[src/rtl/ram32_fifo_pkg.sv]
// ram32_fifo_pkg: shared constants and FSM state encoding for the 32-entry RAM FIFO controller
package ram32_fifo_pkg;
  localparam int DEPTH = 32;
  localparam int AW = 5;
  localparam int CW = 6;
  typedef enum logic [4:0] {
    IDLE     = 5'b00001,
    WR_SETUP = 5'b00010,
    WR_PULSE = 5'b00100,
    WR_HOLD  = 5'b01000,
    READ     = 5'b10000
  } state_e;
endpackage

[src/rtl/ram32_fifo_ctrl.sv]
// ram32_fifo_ctrl: FIFO controller serialising writes and reads onto a shared-address 32xWIDTH distributed RAM bank
module ram32_fifo_ctrl
  import ram32_fifo_pkg::*;
#(
  parameter int WIDTH = 8
) (
  input  logic             CLK,
  input  logic             RST_N,
  input  logic [WIDTH-1:0] IN_DATA,
  input  logic             IN_VALID,
  output logic             IN_READY,
  output logic [WIDTH-1:0] OUT_DATA,
  output logic             OUT_VALID,
  input  logic             OUT_READY,
  output logic [AW-1:0]    RAM_ADR,
  output logic [WIDTH-1:0] RAM_I,
  output logic             RAM_WE,
  input  logic [WIDTH-1:0] RAM_O,
  output logic [CW-1:0]    COUNT,
  output logic             FULL,
  output logic             EMPTY
);
  state_e state_q, state_d;
  logic [AW-1:0] wptr_q, wptr_d, rptr_q, rptr_d, adr_q, adr_d;
  logic [CW-1:0] count_q, count_d;
  logic [WIDTH-1:0] di_q, di_d, out_data_q, out_data_d;
  logic we_q, we_d, out_valid_q, out_valid_d;
  logic rd_go, wr_ok;
  // Next-state logic: reads win arbitration in IDLE; RAM bus values change only when a new access starts
  always_comb begin
    rd_go = state_q == IDLE && !out_valid_q && count_q != '0;
    wr_ok = state_q == IDLE && !rd_go && count_q != CW'(DEPTH);
    IN_READY = RST_N && wr_ok;
    state_d = state_q;
    wptr_d = wptr_q;
    rptr_d = rptr_q;
    count_d = count_q;
    adr_d = adr_q;
    di_d = di_q;
    we_d = 1'b0;
    out_data_d = out_data_q;
    out_valid_d = out_valid_q && !OUT_READY;
    case (state_q)
      IDLE: begin
        if (rd_go) begin
          state_d = READ;
          adr_d = rptr_q;
        end else if (wr_ok && IN_VALID) begin
          state_d = WR_SETUP;
          adr_d = wptr_q;
          di_d = IN_DATA;
        end
      end
      WR_SETUP: begin
        state_d = WR_PULSE;
        we_d = 1'b1;
      end
      WR_PULSE: state_d = WR_HOLD;
      WR_HOLD: begin
        state_d = IDLE;
        wptr_d = wptr_q + AW'(1);
        count_d = count_q + CW'(1);
      end
      READ: begin
        state_d = IDLE;
        out_data_d = RAM_O;
        out_valid_d = 1'b1;
        rptr_d = rptr_q + AW'(1);
        count_d = count_q - CW'(1);
      end
      default: state_d = IDLE;
    endcase
  end
  // State and registered RAM/stream outputs; reset drops WE at once and forgets any partial write
  always_ff @(posedge CLK or negedge RST_N)
    if (!RST_N) begin
      state_q <= IDLE;
      wptr_q <= '0;
      rptr_q <= '0;
      count_q <= '0;
      adr_q <= '0;
      di_q <= '0;
      we_q <= 1'b0;
      out_data_q <= '0;
      out_valid_q <= 1'b0;
    end else begin
      state_q <= state_d;
      wptr_q <= wptr_d;
      rptr_q <= rptr_d;
      count_q <= count_d;
      adr_q <= adr_d;
      di_q <= di_d;
      we_q <= we_d;
      out_data_q <= out_data_d;
      out_valid_q <= out_valid_d;
    end
  assign RAM_ADR = adr_q;
  assign RAM_I = di_q;
  assign RAM_WE = we_q;
  assign OUT_DATA = out_data_q;
  assign OUT_VALID = out_valid_q;
  assign COUNT = count_q;
  assign FULL = count_q == CW'(DEPTH);
  assign EMPTY = count_q == '0 && !out_valid_q;
endmodule
[config.mk]
export PLATFORM = sky130hd
export DESIGN_NAME = ram32_fifo_ctrl
export DESIGN_NICKNAME = d
export VERILOG_FILES = /design/src/rtl/ram32_fifo_pkg.sv /design/src/rtl/ram32_fifo_ctrl.sv
export SDC_FILE = /design/constraint.sdc
export NUM_CORES = 1
export LEC_CHECK = 0
export CORE_MARGIN = 2
export CORE_UTILIZATION = 50
export DETAILED_ROUTE_END_ITERATION = 10
export PLACE_DENSITY_LB_ADDON = 0.25
export RECOVER_POWER = 100
export SLEW_MARGIN = 15
export SYNTH_ARGS = -nofsm -noshare
export SYNTH_HDL_FRONTEND = slang
export SYNTH_SLANG_ARGS = --single-unit
[constraint.sdc]
create_clock -name CLK -period 6 [get_ports CLK]
set_clock_uncertainty 0.2 [all_clocks]
set_input_delay 1.2 -clock CLK [delete_from_list [all_inputs] [get_ports CLK]]
set_output_delay 1.2 -clock CLK [all_outputs]
set_load 0.02 [all_outputs]
==> metrics.yaml <==
dr_total_vias: 1495
antenna_left: 0
grt_pass1_wl_mm: 6.348
seq_area_um2: 1102
wl_met3_um: 152
ys_seq_area_frac: 0.5369
dieArea_um2: 4635
synth_flop_cell: "dfrtp_1"
first_global_vias: 1333
final.fill_count: 331
grt_use_total: 0.1890
rsz0062_at_grt: "no"
clock-sinks: 44
critical_path_class: "reg -> out"
port_buffers: 51
top_layer: "met4"
ys_warn_count: 0
syn_area_um2: 2053
synthCells: 177
hp-class: "reg -> reg"
fp.dieH_um: 68.08
wl_met1_mm: 1.784
synthTopCellsByArea: "dfrtp_1, nand2_1, mux2_2"
routed_wl_mm: 3.923
clk_latency_ps: 300
ios: 52
maxCapViolations: 0
wl_met2_mm: 1.912
cts.clk_slew.worst_paths_ps: 80
postCtsResizedCells: 0
cts_tree: "done"
max_freq_ghz: 0.2460
fin_crit_ps: 4065
htreeDepth: 2
grt_start_max_net_pins: 46
start_util: 0.5170
drcViolationCount: 0
peakVddDrop_uv: 289.8
post_cts_buffers: 0
yosysMostFrequentCell: "dfrtp_1"
synth_edf_count: 0
overflow: 0
status: "completed"
fin_crit_sh: 0.6775
tightest_slew_ps: 871.3
synth.net_count: 204
setup_viol: 0
cts_made_buffers: 5
p_leak_nw: 1.216
cp.required_ps: 4600
ys_seq_elements: 44
core_area_um2: 3971
post_drt_wl_per_cell_um: 13.91
hold_buffers: 0
critPathLaunchType: "flip-flop"
n_antenna_cell: 0
arrival_ps: 2660
cts.path.max_buffers: 2
synthTopCellsByCount: "dfrtp_1, nand2_1, nand3_1"
drt_iter0_markers: 55
yosysTopAreaCell: "dfrtp_1"
critPathMaxFanout: 6
synth_top_area_frac: 0.5241
hold_viol_final: 0
async_flop_share: 1.000
die_width_um: 68.08
worstSetupEndpointType: "output port"
final_layout_size_suffix_gt1_frac: 0.1121
final_core_util: 0.6698
antenna_found_initial: 0
multi_input_area_um2: 869.6
power_density_nw_per_um2: 509.5
area_growth_pct: 29.56
dp_hpwl_mm: 2.855
synth_area_per_cell_um2: 11.60
relSlewSlack: 0.4188
cts-root-buf: "clkbuf_8"
drtPass1Iterations: 4
nets: 258
rows: 23
synth.distinct_cells: 42
fin_setup_tns_ps: 0
routed_via_density: 5.301
gp_congestion: 0.7810
slew_viol_final: 0
==> power breakdown <==
part           total, mW  switching [mW]  internal, mW
sequential         0.509          0.0978         0.412
clock              0.194           0.101        0.0931
combinational      0.652           0.352         0.300
==> final cells by class <==
| cell class | instances | area share |
|---|---|---|
| well taps | 50 | 0.02352 |
| repair buffers | 52 | 0.1929 |
| inverters | 4 | 0.005644 |
| multi-input cells | 124 | 0.3269 |
| clock buffers | 6 | 0.03104 |
| flip-flops and latches | 44 | 0.4144 |
| clock inverters | 2 | 0.005644 |
==> final timing paths <==
| check | slack (ps) | from | depth (start not counted) | end |
|---|---|---|---|---|
| worst max register to register | 2560 | state_q[1] | 8 | COUNT[5] |
| worst min-delay path | 280 | OUT_DATA[0] | 2 | OUT_DATA[0] |
| max in group asynchronous | 4460 | RST_N | 2 | state_q[0] |
| worst min register to register | 280 | OUT_DATA[0] | 2 | OUT_DATA[0] |
| min in group asynchronous | 760 | RST_N | 2 | wptr_q[4] |
| worst max-delay path | 1940 | state_q[1] | 5 | IN_READY |
==> sequential cells by signal, indices dropped and copies added, names as in the netlist <==
register,cells
RAM_ADR,5
wptr_q,5
OUT_VALID,1
state_q,5
RAM_I,8
rptr_q,5
RAM_WE,1
COUNT,6
OUT_DATA,8
==> worst max-delay path: stages, from the launching register on <==
cell	delay, ps
dfrtp_1	450
or3_1	480
or3_2	540
nor2_1	200
nor2_1	60
dlygate4sd3_1	640
==> kinds of logic after synthesis <==
| kind of cell | after synthesis | synth area share |
|---|---|---|
| XOR/XNOR | 14 | 0.05972 |
| flip-flops | 44 | 0.5369 |
| multiplexers | 14 | 0.08166 |
| adder cells (fa/ha/maj) | 7 | 0.04631 |
| buffers and inverters | 9 | 0.02925 |
| AO/OA/AOI/OAI | 18 | 0.06643 |
| AND/OR/NAND/NOR | 71 | 0.1798 |
==> routing by layer <==
metal / global-route usage / vias to the layer above
li1: - / 720
met1: 0.2673 / 733
met2: 0.2803 / 33
met3: 0.04112 / 9
met4: 0.08250 / 0
met5: 0 / -
==> through the flow <==
stage               setup slack, ps  cell area, µm²  power, mW  hold slack (ps)  cells
finish                         1935            2660      1.355            282.1    282
global route                   1830            2660      1.456            302.5    282
CTS                            2017            2681      1.428            289.2    282
detailed placement             2014            2584      1.229            265.0    274
global placement               2042            2584      1.211            263.5    274
floorplan                      2998            2053     0.9569            245.2    177
==> cell usage in the layout (no fill, tap or decap), types with 2 or more instances in the layout <==
master,instances
xnor2_1,11
nor2_1,6
o211ai_1,5
xor2_1,3
clkinvlp_4,2
nor3b_1,3
a21oi_1,2
mux2_1,3
and2_0,2
nand2_1,31
or3_1,2
dlygate4sd3_1,33
clkdlybuf4s50_1,17
nand3_1,12
dfrtp_1,43
mux2_2,10
inv_1,4
nand4_1,4
ha_1,6
clkbuf_8,6
o21ai_0,6
nor3_1,2
(Power assumes the default switching activity.)
